`src/rtl/uart_block_assembler_pkg.sv`:
```
// Shared definitions for the UART block assembler and the transmitter-side response framer:
// FSM state encoding, frame command bytes and default block size.
package uart_block_assembler_pkg;

    typedef enum logic [1:0] {
        ST_IDLE = 2'd0,
        ST_LOAD = 2'd1,
        ST_HOLD = 2'd2
    } state_t;

    localparam logic [7:0] UART_CMD_KEY     = 8'h4B;
    localparam logic [7:0] UART_CMD_PT      = 8'h50;
    localparam int         UART_BLOCK_BYTES = 16;

    // True when a byte opens a key or plaintext frame.
    function automatic logic is_frame_cmd(input logic [7:0] b, input logic [7:0] key_cmd,
                                          input logic [7:0] pt_cmd);
        return (b == key_cmd) || (b == pt_cmd);
    endfunction

endpackage

```
`src/rtl/uart_block_assembler_if.sv`:
```
// Byte-in / block-out handshake bundle between UART receiver, assembler and cipher core.
interface uart_block_assembler_if #(
    parameter int BLOCK_BYTES = 16
);
    logic [7:0]               rx_byte;
    logic                     rx_done;
    logic [8*BLOCK_BYTES-1:0] block_data;
    logic                     block_is_key;
    logic                     block_valid;
    logic                     block_ready;

    modport slave (
        input  rx_byte, rx_done, block_ready,
        output block_data, block_is_key, block_valid
    );

    modport master (
        output rx_byte, rx_done, block_ready,
        input  block_data, block_is_key, block_valid
    );
endinterface

```
`src/rtl/uart_byte_timeout.sv`:
```
// Inter-byte idle counter: counts enabled cycles since the last clear and flags
// when the count has reached TIMEOUT_CYCLES-1.
module uart_byte_timeout #(
    parameter int TIMEOUT_CYCLES = 1000000
) (
    input  logic clk,
    input  logic reset,
    input  logic clear,
    input  logic enable,
    output logic expired
);
    localparam int              CW         = $clog2(TIMEOUT_CYCLES);
    localparam logic [CW-1:0]   CNT_ONE    = CW'(1);
    localparam logic [CW-1:0]   NEAR_LIMIT = CW'(TIMEOUT_CYCLES - 2);

    logic [CW-1:0] cnt_r;
    logic          expired_r;

    // Counter with clear priority; expired is registered so it rises exactly as cnt hits the limit.
    always_ff @(posedge clk) begin
        if (reset) begin
            cnt_r     <= '0;
            expired_r <= 1'b0;
        end else if (clear) begin
            cnt_r     <= '0;
            expired_r <= 1'b0;
        end else if (enable) begin
            cnt_r     <= cnt_r + CNT_ONE;
            expired_r <= (cnt_r == NEAR_LIMIT);
        end else begin
            cnt_r     <= cnt_r;
            expired_r <= expired_r;
        end
    end

    assign expired = expired_r;
endmodule

```
`src/rtl/uart_block_assembler.sv`:
```
// Collects a command byte plus BLOCK_BYTES data bytes from the UART receiver into one
// AES block and offers it on a valid/ready handshake; bad, stalled or overrun bytes raise err_flag.
module uart_block_assembler
    import uart_block_assembler_pkg::*;
#(
    parameter int         BLOCK_BYTES    = UART_BLOCK_BYTES,
    parameter int         TIMEOUT_CYCLES = 1000000,
    parameter logic [7:0] CMD_KEY        = UART_CMD_KEY,
    parameter logic [7:0] CMD_PT         = UART_CMD_PT
) (
    input  logic                   clk,
    input  logic                   reset,
    uart_block_assembler_if.slave  bus,
    output logic                   err_flag,
    output logic                   busy
);
    localparam int             W        = 8 * BLOCK_BYTES;
    localparam int             BCW      = $clog2(BLOCK_BYTES + 1);
    localparam logic [BCW-1:0] CNT_ONE  = BCW'(1);
    localparam logic [BCW-1:0] LAST_IDX = BCW'(BLOCK_BYTES - 1);

    state_t           state_r;
    // Holds the first BLOCK_BYTES-1 bytes; the final byte goes straight into block_data.
    logic [W-9:0]     shift_r;
    logic [BCW-1:0]   byte_cnt_r;
    logic             type_key_r;
    logic [W-1:0]     data_r;
    logic             key_r;
    logic             valid_r;
    logic             err_r;
    logic             busy_r;
    logic             tmo_clear_s;
    logic             tmo_enable_s;
    logic             tmo_expired_s;

    // Idle timer runs only inside a frame and restarts on every received byte.
    always_comb begin
        tmo_enable_s = (state_r == ST_LOAD);
        tmo_clear_s  = (state_r != ST_LOAD) || bus.rx_done;
    end

    uart_byte_timeout #(
        .TIMEOUT_CYCLES (TIMEOUT_CYCLES)
    ) u_timeout (
        .clk     (clk),
        .reset   (reset),
        .clear   (tmo_clear_s),
        .enable  (tmo_enable_s),
        .expired (tmo_expired_s)
    );

    // Frame FSM with its datapath; all outputs are registered here.
    always_ff @(posedge clk) begin
        if (reset) begin
            state_r    <= ST_IDLE;
            shift_r    <= '0;
            byte_cnt_r <= '0;
            type_key_r <= 1'b0;
            data_r     <= '0;
            key_r      <= 1'b0;
            valid_r    <= 1'b0;
            err_r      <= 1'b0;
            busy_r     <= 1'b0;
        end else begin
            err_r <= 1'b0;
            case (state_r)
                ST_IDLE: begin
                    if (bus.rx_done) begin
                        if (is_frame_cmd(bus.rx_byte, CMD_KEY, CMD_PT)) begin
                            type_key_r <= (bus.rx_byte == CMD_KEY);
                            byte_cnt_r <= '0;
                            busy_r     <= 1'b1;
                            state_r    <= ST_LOAD;
                        end else begin
                            err_r <= 1'b1;
                        end
                    end
                end
                ST_LOAD: begin
                    if (bus.rx_done) begin
                        shift_r    <= {shift_r[W-17:0], bus.rx_byte};
                        byte_cnt_r <= byte_cnt_r + CNT_ONE;
                        if (byte_cnt_r == LAST_IDX) begin
                            data_r  <= {shift_r, bus.rx_byte};
                            key_r   <= type_key_r;
                            valid_r <= 1'b1;
                            busy_r  <= 1'b0;
                            state_r <= ST_HOLD;
                        end
                    end else if (tmo_expired_s) begin
                        err_r      <= 1'b1;
                        busy_r     <= 1'b0;
                        shift_r    <= '0;
                        byte_cnt_r <= '0;
                        state_r    <= ST_IDLE;
                    end
                end
                ST_HOLD: begin
                    // Any byte arriving while a block is pending is an overrun; the block stays intact.
                    if (bus.rx_done) begin
                        err_r <= 1'b1;
                    end
                    if (bus.block_ready) begin
                        valid_r <= 1'b0;
                        state_r <= ST_IDLE;
                    end
                end
                default: begin
                    valid_r <= 1'b0;
                    busy_r  <= 1'b0;
                    state_r <= ST_IDLE;
                end
            endcase
        end
    end

    assign bus.block_data   = data_r;
    assign bus.block_is_key = key_r;
    assign bus.block_valid  = valid_r;
    assign err_flag         = err_r;
    assign busy             = busy_r;
endmodule

```
`src/flat_wrapper.sv`:
```
// flat-port wrapper written by rule: the top's interface ports become plain ports
module uart_block_assembler_flat import uart_block_assembler_pkg::*;
#(
    parameter int         BLOCK_BYTES    = UART_BLOCK_BYTES,
    parameter int         TIMEOUT_CYCLES = 1000000,
    parameter logic [7:0] CMD_KEY        = UART_CMD_KEY,
    parameter logic [7:0] CMD_PT         = UART_CMD_PT
)
  (clk, reset, err_flag, busy, bus_rx_byte, bus_rx_done, bus_block_ready, bus_block_data, bus_block_is_key, bus_block_valid);
  uart_block_assembler_if #(.BLOCK_BYTES(BLOCK_BYTES)) bus_i ();
  input  logic clk;
  input  logic reset;
  output logic err_flag;
  output logic busy;
  input wire logic [$bits(bus_i.rx_byte)-1:0] bus_rx_byte;
  input wire logic [$bits(bus_i.rx_done)-1:0] bus_rx_done;
  input wire logic [$bits(bus_i.block_ready)-1:0] bus_block_ready;
  output wire logic [$bits(bus_i.block_data)-1:0] bus_block_data;
  output wire logic [$bits(bus_i.block_is_key)-1:0] bus_block_is_key;
  output wire logic [$bits(bus_i.block_valid)-1:0] bus_block_valid;
  assign bus_i.rx_byte = bus_rx_byte;
  assign bus_i.rx_done = bus_rx_done;
  assign bus_i.block_ready = bus_block_ready;
  assign bus_block_data = bus_i.block_data;
  assign bus_block_is_key = bus_i.block_is_key;
  assign bus_block_valid = bus_i.block_valid;
  uart_block_assembler #(.BLOCK_BYTES(BLOCK_BYTES), .TIMEOUT_CYCLES(TIMEOUT_CYCLES), .CMD_KEY(CMD_KEY), .CMD_PT(CMD_PT)) u_core (.clk(clk), .reset(reset), .bus(bus_i), .err_flag(err_flag), .busy(busy));
endmodule
```
`config.mk`:
```
export PLATFORM = sky130hd
export DESIGN_NAME = uart_block_assembler_flat
export DESIGN_NICKNAME = d
export VERILOG_FILES = /design/src/rtl/uart_block_assembler_pkg.sv /design/src/rtl/uart_block_assembler_if.sv /design/src/rtl/uart_byte_timeout.sv /design/src/rtl/uart_block_assembler.sv /design/src/flat_wrapper.sv
export SDC_FILE = /design/constraint.sdc
export NUM_CORES = 1
export LEC_CHECK = 0
export BUFFER_PORTS_ARGS = -buffer_cell sky130_fd_sc_hd__buf_2
export CAP_MARGIN = 20
export CORE_ASPECT_RATIO = 1.2
export CORE_MARGIN = 2
export CORE_UTILIZATION = 55
export CTS_BUF_LIST = sky130_fd_sc_hd__clkbuf_8
export DETAILED_ROUTE_END_ITERATION = 8
export GPL_TIMING_DRIVEN = 0
export HOLD_SLACK_MARGIN = 0.12
export MAX_ROUTING_LAYER = met4
export PLACE_DENSITY = 0.77
export RECOVER_POWER = 25
export SLEW_MARGIN = 20
export SYNTH_ARGS = -nofsm -noshare
export SYNTH_HDL_FRONTEND = slang
export SYNTH_SLANG_ARGS = --single-unit
```
`constraint.sdc`:
```
create_clock -name clk -period 2.6 [get_ports clk]
set_input_delay 0.52 -clock clk [delete_from_list [all_inputs] [get_ports clk]]
set_output_delay 0.52 -clock clk [all_outputs]
set_load 0.02 [all_outputs]
```
Word-level counts from Yosys, hierarchy flattened
Index checks and enable logic that the tools add are counted. Widths: inputs -> output; s select.

Input port bits: 12. Word-level logic and storage cells: 72. Register bits: 281.

Bitwise operators: 2. Muxes and demuxes: 30. Reduce and logical (&&, ||, !) cells: 13. $add $sub $neg: 2. Eq/ne operators: 14.

Operator list (count): $mux 120 (2); $add 20x1->20 const B (1); $eq 20x20->1 const B (1); $mux 5 (4); $eq 8x7->1 const B (2); $mux 1 (13); $mux 2 (6); $pmux 5 s2 (1); $reduce_and 5->1 (2); $pmux 1 s3 (3); $ne 2x2->1 const B (4); $reduce_and 4->1 (2); $ne 3x3->1 const B (2); $pmux 2 s3 (1); $reduce_and 3->1 (2); $add 5x1->5 const B (1); $eq 5x4->1 const B (1); $ne 2x1->1 const B (2); $reduce_bool 2->1 (2); $eq 2x1->1 const B (1); $eq 2x2->1 const B (1); $logic_not 2->1 (1); $logic_or 1x1->1 (2); $not 1->1 (2); other kinds (2) (2).

Longest topological paths before layout
Gate-level depths: netlist (run 1).

Word-level depth: 5. Gate-level depth with buffers: 8. Gate-level depth less buffers: 7.

By module
From an unflattened synthesis (run 1), not the netlist that was laid out.

Cells, all modules: 1146. Area, all modules: 10012.1 µm².

By module, submodules not included: uart_block_assembler (cells each 1023, instances 1, area an instance 8994.9 µm², sequential area each 5205.0 µm²); uart_byte_timeout (cells each 123, instances 1, area an instance 1017.2 µm², sequential area each 420.4 µm²).

Worst setup path before layout (run 1)
Ideal clock, no wire load.

Path kind: input to register. Start: input bus_rx_byte[2]. End: register u_core.byte_cnt_r[0]. Buffers on the path: 0. Path slack: 529 ps. Stages on the path: 4. Data arrival time: 1951 ps. Data required time: 2479 ps. Cells stage by stage: or4b_2 a211oi_1 a211oi_1 mux2_2.

Word-level cells in the longest chain between the ends: 4.

Ends and longest elaborated chain: from (decl) (line flat_wrapper.sv:15) `input wire logic [$bits(bus_i.rx_byte)-1:0] bus_rx_byte;`; $eq 8x7->1 (line uart_block_assembler_pkg.sv:18) `return (b == key_cmd) || (b == pt_cmd);`; $logic_or 1x1->1 * (line uart_block_assembler_pkg.sv:18); $ne 2x1->1 (no line) *; $reduce_and 4->1 (no line) *; to (signal assigned) (line uart_block_assembler.sv:82) `byte_cnt_r <= byte_cnt_r + CNT_ONE;`; to (decl) (line uart_block_assembler.sv:25) `logic [BCW-1:0] byte_cnt_r;`.

Mark *: on every way between the ends. The rest lies on a longest branch, timed or not. A chain may end at the register's enable or synchronous reset.

Final worst setup path (run 1)
Start: register u_core.state_r[0]. End: register u_core.shift_r[115].

Word-level cells in the longest chain between the ends: 2.

Ends and longest elaborated chain: from (decl) (line uart_block_assembler.sv:22) `state_t state_r;`; from (signal assigned) (line uart_block_assembler.sv:55) `state_r <= ST_IDLE;`; from (signal assigned) (line uart_block_assembler.sv:73) `state_r <= ST_LOAD;`; from (signal assigned) (line uart_block_assembler.sv:88) `state_r <= ST_HOLD;`; $eq 2x1->1 (line uart_block_assembler.sv:66) `case (state_r)`; $reduce_and 2->1 (no line); to (signal assigned) (line uart_block_assembler.sv:81) `shift_r <= {shift_r[W-17:0], bus.rx_byte};`; to (decl) (line uart_block_assembler.sv:24) `logic [W-9:0] shift_r;`.

No other way between the ends.

==> results by group, run 1 <==
Setup path
  – CP bufs+invs: 3
  – Reg2Reg Launch Point: u_core.state_r[0]
  – WS Path Type: register to register
  – Most frequent CP cell: clkbuf_1
  – WP data arrival: 2.78 ns
  – Worst setup SP type: register
  – Cell family with most CP delay: buffers and inverters
  – Largest incremental delay on the critical path: 0.61 ns
  – Reg2Reg Depth: 7
  – Cell Chain, Critical Path: buf_6 > nor2b_1 > o21ai_0 > clkbuf_1 > clkbuf_1 > a22oi_1 > nor2_1
  – Kind of end point of the critical path: register
  – FF-to-FF End: u_core.shift_r[115]
  – Crit-path max FO: 10
  – Required @ worst endpoint: 3.07 ns
  – Reg2reg setup slack: 0.29 ns
  – Slowest cell on crit path: clkbuf_1

Min path
  – WHS Endpoint: u_core.bus.block_data[6]
  – Min-Delay Startpoint: bus_rx_byte[6]
  – Worst hold-check path type: input pin to register
  – Hold path cells: 3

Detailed routing
  – Iter 0 DRT Violations: 641
  – Via count: 8542
  – DR vias/cell: 5.43
  – Routed wire per std cell: 15.4 µm
  – DRC errors left: 0
  – Total wire length: 24300 µm
  – Remaining antenna violation count: 0
  – DR pass1 iterations: 5

Yosys
  – Mapped Cells: 1140
  – Synth area leader: dfxtp_1
  – Top cell type's share of synthesized area: 57.1%
  – Sequential fraction of the synthesis area: 57.1%
  – Ys async rst share: 0%
  – #FFs+latches synth: 281
  – Post-Syn Area: 9850 µm²
  – Yosys cell types: 46
  – Number of synthesized flops with an enable pin: 0
  – Syn_area_per_cell: 8.64 µm²
  – Ys flop type: dfxtp_1
  – Syn nets: 1156
  – Ranking of synthesized cells by area: dfxtp_1 (57%), nand2_1 (10%), a22oi_1 (9.1%), a21oi_1 (7.2%), nor2_1 (5.2%)
  – Yosys warnings: 0

Die
  – Die height: 151 µm
  – Die ar.: 19000 µm²
  – I/O pin total: 144
  – Core area: 17500 µm²
  – Rows: 53
  – Width of the die: 126 µm
  – Initial Utilization: 56.3%

STA
  – Max-slew violation count: 0
  – RSZ-0062 raised after global routing: false
  – Slew of the pin with the lowest slew margin: 0.896 ns
  – Fmax: 0.434 GHz
  – Hold Fails Final Rpt: 0
  – Finish-stage setup viols: 0
  – Clock skew: 0.0124 ns
  – Final period util: 88.7%
  – Max-slew headroom: 40.3%
  – Final Critical Period: 2.31 ns

Cells and area
  – Share of cells above drive strength 1: 9.31%
  – Layout fillers: 1520
  – Final #Nets: 1341
  – Post-layout util: 66.4%
  – Multi-input gate area: 3850 µm²
  – Area grow syn2layout: 18.1%
  – Reg area: 5630 µm²
  – # diodes: 0

Clock tree
  – Post-CTS Hold Buffers: 0
  – Reg clk slew, reported paths: 0.06 ns
  – H-tree levels: 2
  – Max clock buf depth: 3
  – CTS sink cnt: 281
  – CTS tree: built
  – Clock buffer count from CTS: 43
  – Setup bufs post-CTS: 0
  – Root buffer cell: clkbuf_8
  – Latest clock arrival within the worst-skew pair: 0.54 ns

Pwr
  – Power Dens Cells: 709 nW/µm²
  – Max IR drop VDD: 519 µV
  – LEAKAGE: 4.10 nW
  – Overall power: 8.24 mW

Place
  – Port buffer count: 141
  – Routability congestion estimate: 0.861
  – HPWL Detailed: 17000 µm

Job
  – MaxCap Viol Count: 0

Global route
  – Initial antenna violation count: 0
  – Remaining global-route overflow: 0
  – Largest net degree at the start of global routing: 14
  – Via count of the first global-routing pass: 8006
  – First-pass GRT wire length: 39200 µm
  – GRT Util Overall: 25.8%

Outcome
  – Status: complete, no violations
==> kinds of logic (layout without fill, tap and decap cells) <==
logic type / after synthesis / after routing / synth area share (%)
XOR/XNOR: 9 / 9 / 0.800
flip-flops: 281 / 281 / 57.1
AO/OA/AOI/OAI: 288 / 288 / 18.2
buffers and inverters: 97 / 311 / 3.80
AND/OR/NAND/NOR: 460 / 460 / 19.5
multiplexers: 1 / 1 / 0.114
adder cells (fa/ha/maj): 4 / 4 / 0.508
==> layout by cell type (no fill, tap or decap), drive strengths merged, types with 2 or more instances in the layout <==
cell	Yosys	layout
dfxtp	281	281
nand2	269	269
clkbuf	86	236
a21oi	142	142
nor2	137	137
a22oi	120	120
buf	4	52
inv	7	15
o21ai	9	9
or3	7	7
or4	7	7
nand4	6	6
clkinv	0	6
xnor2	5	5
nor3	5	5
nand3	5	5
nor4	4	4
xor2	4	4
ha	4	4
and2	3	3
a211oi	3	3
o31ai	3	3
a22o	3	3
a31oi	3	3
and3	2	2
a21o	2	2
nand2b	2	2
bufinv	0	2
nand3b	2	2
nand4b	2	2
or4b	2	2
==> layer usage <==
layer  wire (µm)  global-route usage, %
met4         479                   8.08
met1       10500                   30.8
met3        1240                   4.66
met2       12100                   44.6
met5           0                      -
==> sequential cells by signal, indices dropped and copies added (netlist names) <==
name                      flops
u_core.bus.block_data       128
u_core.bus.block_is_key       1
u_core.bus.block_valid        1
u_core.busy                   1
u_core.byte_cnt_r             5
u_core.err_flag               1
u_core.shift_r              120
u_core.state_r                2
u_core.type_key_r             1
u_core.u_timeout.cnt_r       20
u_core.u_timeout.expired      1
==> tightest hold or removal path: stages <==
cell and delay [ns]:
buf_2 0.14, nand2_1 0.06, a21oi_1 0.05
==> layout make-up <==
class | count | area share (%)
Clock inverter | 16 | 1.03
Sequential cell | 281 | 48.4
Timing Repair Buffer | 141 | 5.07
Buffer | 89 | 2.97
Clock buffer | 58 | 6.86
Inverter | 7 | 0.226
Multi-Input combinational cell | 762 | 33.1
Tap cell | 220 | 2.37
==> worst max-delay path by stage <==
stage | startpoint | to | slack [ns] | cells past startpoint
2_1_floorplan | bus_rx_byte[2] | u_core.byte_cnt_r[0] | 0.53 | 4
3_3_place_gp | bus_rx_done | u_core.bus.block_data[27] | -0.04 | 8
3_5_place_dp | bus_rx_done | u_core.bus.block_data[39] | -0.07 | 8
4_1_cts | u_core.byte_cnt_r[0] | u_core.bus.block_data[37] | 0.03 | 8
5_1_grt | u_core.byte_cnt_r[0] | u_core.bus.block_data[94] | 0.14 | 8
6_report | u_core.state_r[0] | u_core.shift_r[115] | 0.29 | 7
==> synthesized netlist by cell type, types with 2 or more instances <==
cell type and number:
a31oi_1 3, clkbuf_1 86, or3_1 7, xnor2_1 5, o31ai_1 3, xor2_1 4
nor2_1 137, nand4_1 6, nor3_1 5, nand3_1 5, dfxtp_1 281, buf_2 2
nand2b_1 2, a22o_1 3, and2_1 3, nand2_1 269, nor4_1 4, inv_1 7
a22oi_1 120, o21ai_0 9, or4_1 6, a21oi_1 142, ha_1 4, a211oi_1 3
and3_1 2, a21o_1 2
==> report_power, final <==
group / switching (mW) / total, mW / leakage (nW) / internal, mW
clock network: 1.64 / 3.82 / 0.511 / 2.18
logic: 0.0924 / 0.112 / 1.33 / 0.0201
registers: 0.000581 / 4.31 / 2.26 / 4.31
total: 1.74 / 8.24 / 4.10 / 6.51
==> metrics by stage <==
| step | setup TNS [ns] | hold WS, ns | setup slack (ns) | cell area (µm²) | instances |
|---|---|---|---|---|---|
| 2_1_floorplan | 0 | 0.432 | 0.529 | 9850 | 1140 |
| 3_3_place_gp | -0.269 | 0.437 | -0.0362 | 10800 | 1501 |
| 3_5_place_dp | -1.80 | 0.443 | -0.0679 | 10800 | 1501 |
| 4_1_cts | 0 | 0.263 | 0.0259 | 11700 | 1574 |
| 5_1_grt | 0 | 0.264 | 0.144 | 11600 | 1574 |
| 6_report | 0 | 0.276 | 0.294 | 11600 | 1574 |
==> timing repair <==
item,4_1_cts,5_1_grt
pin swaps,0,0
setup endpoints to repair,2,101
gates resized for setup,0,4
Power figures use the tool's default switching activity.
==> run 2: changes to the inputs <==
--- a/config.mk
+++ b/config.mk
@@ -20,4 +20,5 @@
 export SLEW_MARGIN = 20
 export SYNTH_ARGS = -nofsm -noshare
 export SYNTH_HDL_FRONTEND = slang
+export SYNTH_HIERARCHICAL = 1
 export SYNTH_SLANG_ARGS = --single-unit
==> results by group, run 2 <==
Cells and area
  – Final #Nets: 1349 (was 1341)
  – Max reg flops: 128 (unchanged)
  – Commonest non-fill, non-tap cell in the layout: dfxtp_1 (unchanged)
  – Most frequent cells in the layout: dfxtp_1 (281), nand2_1 (273), a21oi_1 (141), nor2_1 (139), clkbuf_1 (131) (was dfxtp_1 (281), nand2_1 (268), clkbuf_1 (177), a21oi_1 (142), nor2_1 (137))
  – Share of cells above drive strength 1: 12.7% (was 9.31%)
  – # diodes: 0 (unchanged)
  – Final Non-Filler Cells: 1582 (was 1574)
  – Area grow syn2layout: 16.9% (was 18.1%)

STA
  – Max-slew headroom: 47.3% (was 40.3%)
  – Finish-stage setup viols: 0 (unchanged)
  – Final Critical Period: 2.24 ns (was 2.31 ns)
  – Slew of the pin with the lowest slew margin: 0.791 ns (was 0.896 ns)
  – Setup TNS: 0 ns (unchanged)
  – Clock skew: 0.0185 ns (was 0.0124 ns)
  – RSZ-0062 raised after global routing: false (unchanged)
  – Max-slew violation count: 0 (unchanged)
  – Final period util: 86.1% (was 88.7%)
  – Hold Fails Final Rpt: 0 (unchanged)
  – Fmax: 0.447 GHz (was 0.434 GHz)

Pwr
  – Power Dens Cells: 676 nW/µm² (was 709 nW/µm²)
  – Sequential fraction of design power: 54.4% (was 52.3%)
  – Combinational Power Share: 1.4% (about the same)
  – P_int: 6.24 mW (was 6.51 mW)
  – Clock share of power: 44.1% (was 46.4%)
  – Sw Pwr: 1.68 mW (was 1.74 mW)
  – Max IR drop VDD: 413 µV (was 519 µV)
  – LEAKAGE: 4.16 nW (was 4.10 nW)
  – Sw frac: 21.2% (was 21.1%)
  – Overall power: 7.91 mW (was 8.24 mW)

Detailed routing
  – DR pass1 iterations: 5 (unchanged)
  – Remaining antenna violation count: 0 (unchanged)
  – Routed wire per std cell: 15.3 µm (was 15.4 µm)
  – Total wire length: 24200 µm (was 24300 µm)
  – DRC errors left: 0 (unchanged)
  – Via count: 8577 (was 8542)
  – DR vias/cell: 5.42 (was 5.43)
  – Iter 0 DRT Violations: 622 (was 641)

Yosys
  – Yosys cell types: 48 (was 46)
  – Syn nets: 1162 (was 1156)
  – Syn_area_per_cell: 8.74 µm² (was 8.64 µm²)
  – Ranking of synthesized cells by area: dfxtp_1 (56%), nand2_1 (10%), a22oi_1 (9.1%), a21oi_1 (7.0%), nor2_1 (5.2%) (was dfxtp_1 (57%), nand2_1 (10%), a22oi_1 (9.1%), a21oi_1 (7.2%), nor2_1 (5.2%))
  – Ys flop type: dfxtp_1 (unchanged)
  – Most common cell in the netlist: dfxtp_1 (unchanged)
  – Number of synthesized flops with an enable pin: 0 (unchanged)
  – Synth cell count leaders: dfxtp_1 (281), nand2_1 (273), a21oi_1 (141) (was dfxtp_1 (281), nand2_1 (269), a21oi_1 (142))
  – Post-Syn Area: 10000 µm² (was 9850 µm²)
  – #FFs+latches synth: 281 (unchanged)
  – Mapped Cells: 1146 (was 1140)
  – Synth area leader: dfxtp_1 (unchanged)
  – Yosys warnings: 6 (was 0)
  – Ys async rst share: 0% (unchanged)
  – Sequential fraction of the synthesis area: 56.2% (was 57.1%)
  – Top cell type's share of synthesized area: 56.2% (was 57.1%)

Place
  – Port buffer count: 143 (was 141)
  – HPWL Detailed: 16800 µm (was 17000 µm)
  – Routability congestion estimate: 0.865 (was 0.861)
  – Dpl cells: 1513 (was 1501)

Setup path
  – Worst setup SP type: register (unchanged)
  – Required @ worst endpoint: 3.02 ns (was 3.07 ns)
  – Kind of end point of the critical path: register (unchanged)
  – Crit-path max FO: 10 (unchanged)
  – Critical path origin: u_core/state_r[1] (was u_core.state_r[0])
  – WP data arrival: 2.66 ns (was 2.78 ns)
  – WS Path Type: register to register (unchanged)
  – Reg2Reg Launch Point: u_core/state_r[1] (was u_core.state_r[0])

Die
  – Core area: 18000 µm² (was 17500 µm²)
  – Initial Utilization: 55.5% (was 56.3%)
  – Die ar.: 19300 µm² (was 19000 µm²)
  – Rows: 54 (was 53)
  – Die height: 152 µm (was 151 µm)
  – Width of the die: 127 µm (was 126 µm)
  – I/O pin total: 144 (unchanged)

Clock tree
  – Setup bufs post-CTS: 0 (unchanged)
  – # resized after CTS: 0 (unchanged)
  – Reg clk slew, reported paths: 0.06 ns (about the same)
  – Clock buffer count from CTS: 42 (was 43)
  – CTS sink cnt: 281 (unchanged)
  – Latest clock arrival within the worst-skew pair: 0.54 ns (about the same)
  – Root buffer cell: clkbuf_8 (unchanged)
  – H-tree levels: 2 (unchanged)
  – CTS tree: built (unchanged)
  – Post-CTS Hold Buffers: 0 (unchanged)
  – Max clock buf depth: 3 (unchanged)

Min path
  – Min-Delay Startpoint: bus_rx_byte[6] (unchanged)
  – Worst hold-check path type: input pin to register (unchanged)

Global route
  – Largest net degree at the start of global routing: 11 (was 14)
  – Remaining global-route overflow: 0 (unchanged)
  – Initial antenna violation count: 0 (unchanged)
  – First-pass GRT wire length: 38800 µm (was 39200 µm)
  – Via count of the first global-routing pass: 7965 (was 8006)
  – GRT Util Overall: 24.9% (was 25.8%)

Job
  – MaxCap Viol Count: 0 (unchanged)

Outcome
  – Status: complete, no violations (unchanged)
==> run 2: cell types whose count changed in the layout (fill, tap and decap cells not counted), sizes merged, moves of 3 or more <==
cell and change:
a31oi -3, buf +46, clkbuf -47, clkinv -3, nand2 +5, nand2b +5
nand3 +3, nand4 +3, o31ai -3, xor2 +3
==> run 2: per-layer routing <==
layer / GRT usage (%) / routed length (µm) / up-vias
li1: - / - / 4264
met1: 31.0 / 10800 / 4033
met2: 41.4 / 11900 / 237
met3: 4.47 / 1080 / 43
met4: 7.69 / 516 / 0
met5: - / 0 / -
==> run 2: per-stage QoR <==
step | worst slack, ns | hold WS (ns) | util [%] | area (µm²)
2_1_floorplan | 0.741 | 0.432 | - | 10000
3_3_place_gp | 0.477 | 0.440 | 61.0 | 11000
3_5_place_dp | 0.410 | 0.444 | 61.0 | 11000
4_1_cts | 0.426 | 0.230 | 65.6 | 11800
5_1_grt | 0.186 | 0.242 | 64.9 | 11700
6_report | 0.362 | 0.263 | 64.9 | 11700
==> run 2: path summary, 6_finish.rpt <==
check / slack (ns) / cells past startpoint / endpoint
worst max register to register: 0.36 / 6 / u_core/u_timeout/cnt_r[12]
worst min-delay path: 0.26 / 3 / u_core/bus.block_data[6]
worst min register to register: 0.45 / 2 / u_core/bus.block_is_key
worst max-delay path: 0.36 / 6 / u_core/u_timeout/cnt_r[12]
==> run 2: cell type report <==
type                    count  area [µm²]
clock buffers              56         771
multi-input cells         772        3880
flip-flops and latches    281        5630
clock inverters            13        56.3
inverters                   5        18.8
repair buffers            143         596
well taps                 224         280
fillers                  1600        6340
plain buffers              88         473
==> run 2: critical path: stages, from the launching register on <==
cell and delay, ns:
dfxtp_1 0.37, and2b_1 0.28, buf_2 0.23, nand3_1 0.18, nor4_1 0.67, a21oi_1 0.16, a31o_2 0.24
==> run 2: logic make-up (layout without fill, tap and decap cells) <==
| family | after synthesis | in the layout | share of synthesized area [%] |
|---|---|---|---|
| adders and majority gates | 4 | 4 | 0.500 |
| AOI/OAI and AO/OA | 284 | 284 | 17.8 |
| DFF | 281 | 281 | 56.2 |
| and+or+nand+nor | 471 | 471 | 19.4 |
| buffers and inverters | 93 | 305 | 4.91 |
| xor gates and xnor gates | 11 | 11 | 0.962 |
| muxes | 2 | 2 | 0.250 |
==> run 2: power groups by stage <==
| stage | Clock [mW] | Sequential, mW | Combinational [mW] |
|---|---|---|---|
| after global placement | 0 | 4.40 | 0.112 |
| after CTS | 3.57 | 4.31 | 0.113 |
| after global routing | 3.75 | 4.30 | 0.122 |
| final | 3.49 | 4.31 | 0.113 |
| after floorplan | 0 | 4.40 | 0.0669 |
| after detailed placement | 0 | 4.40 | 0.112 |
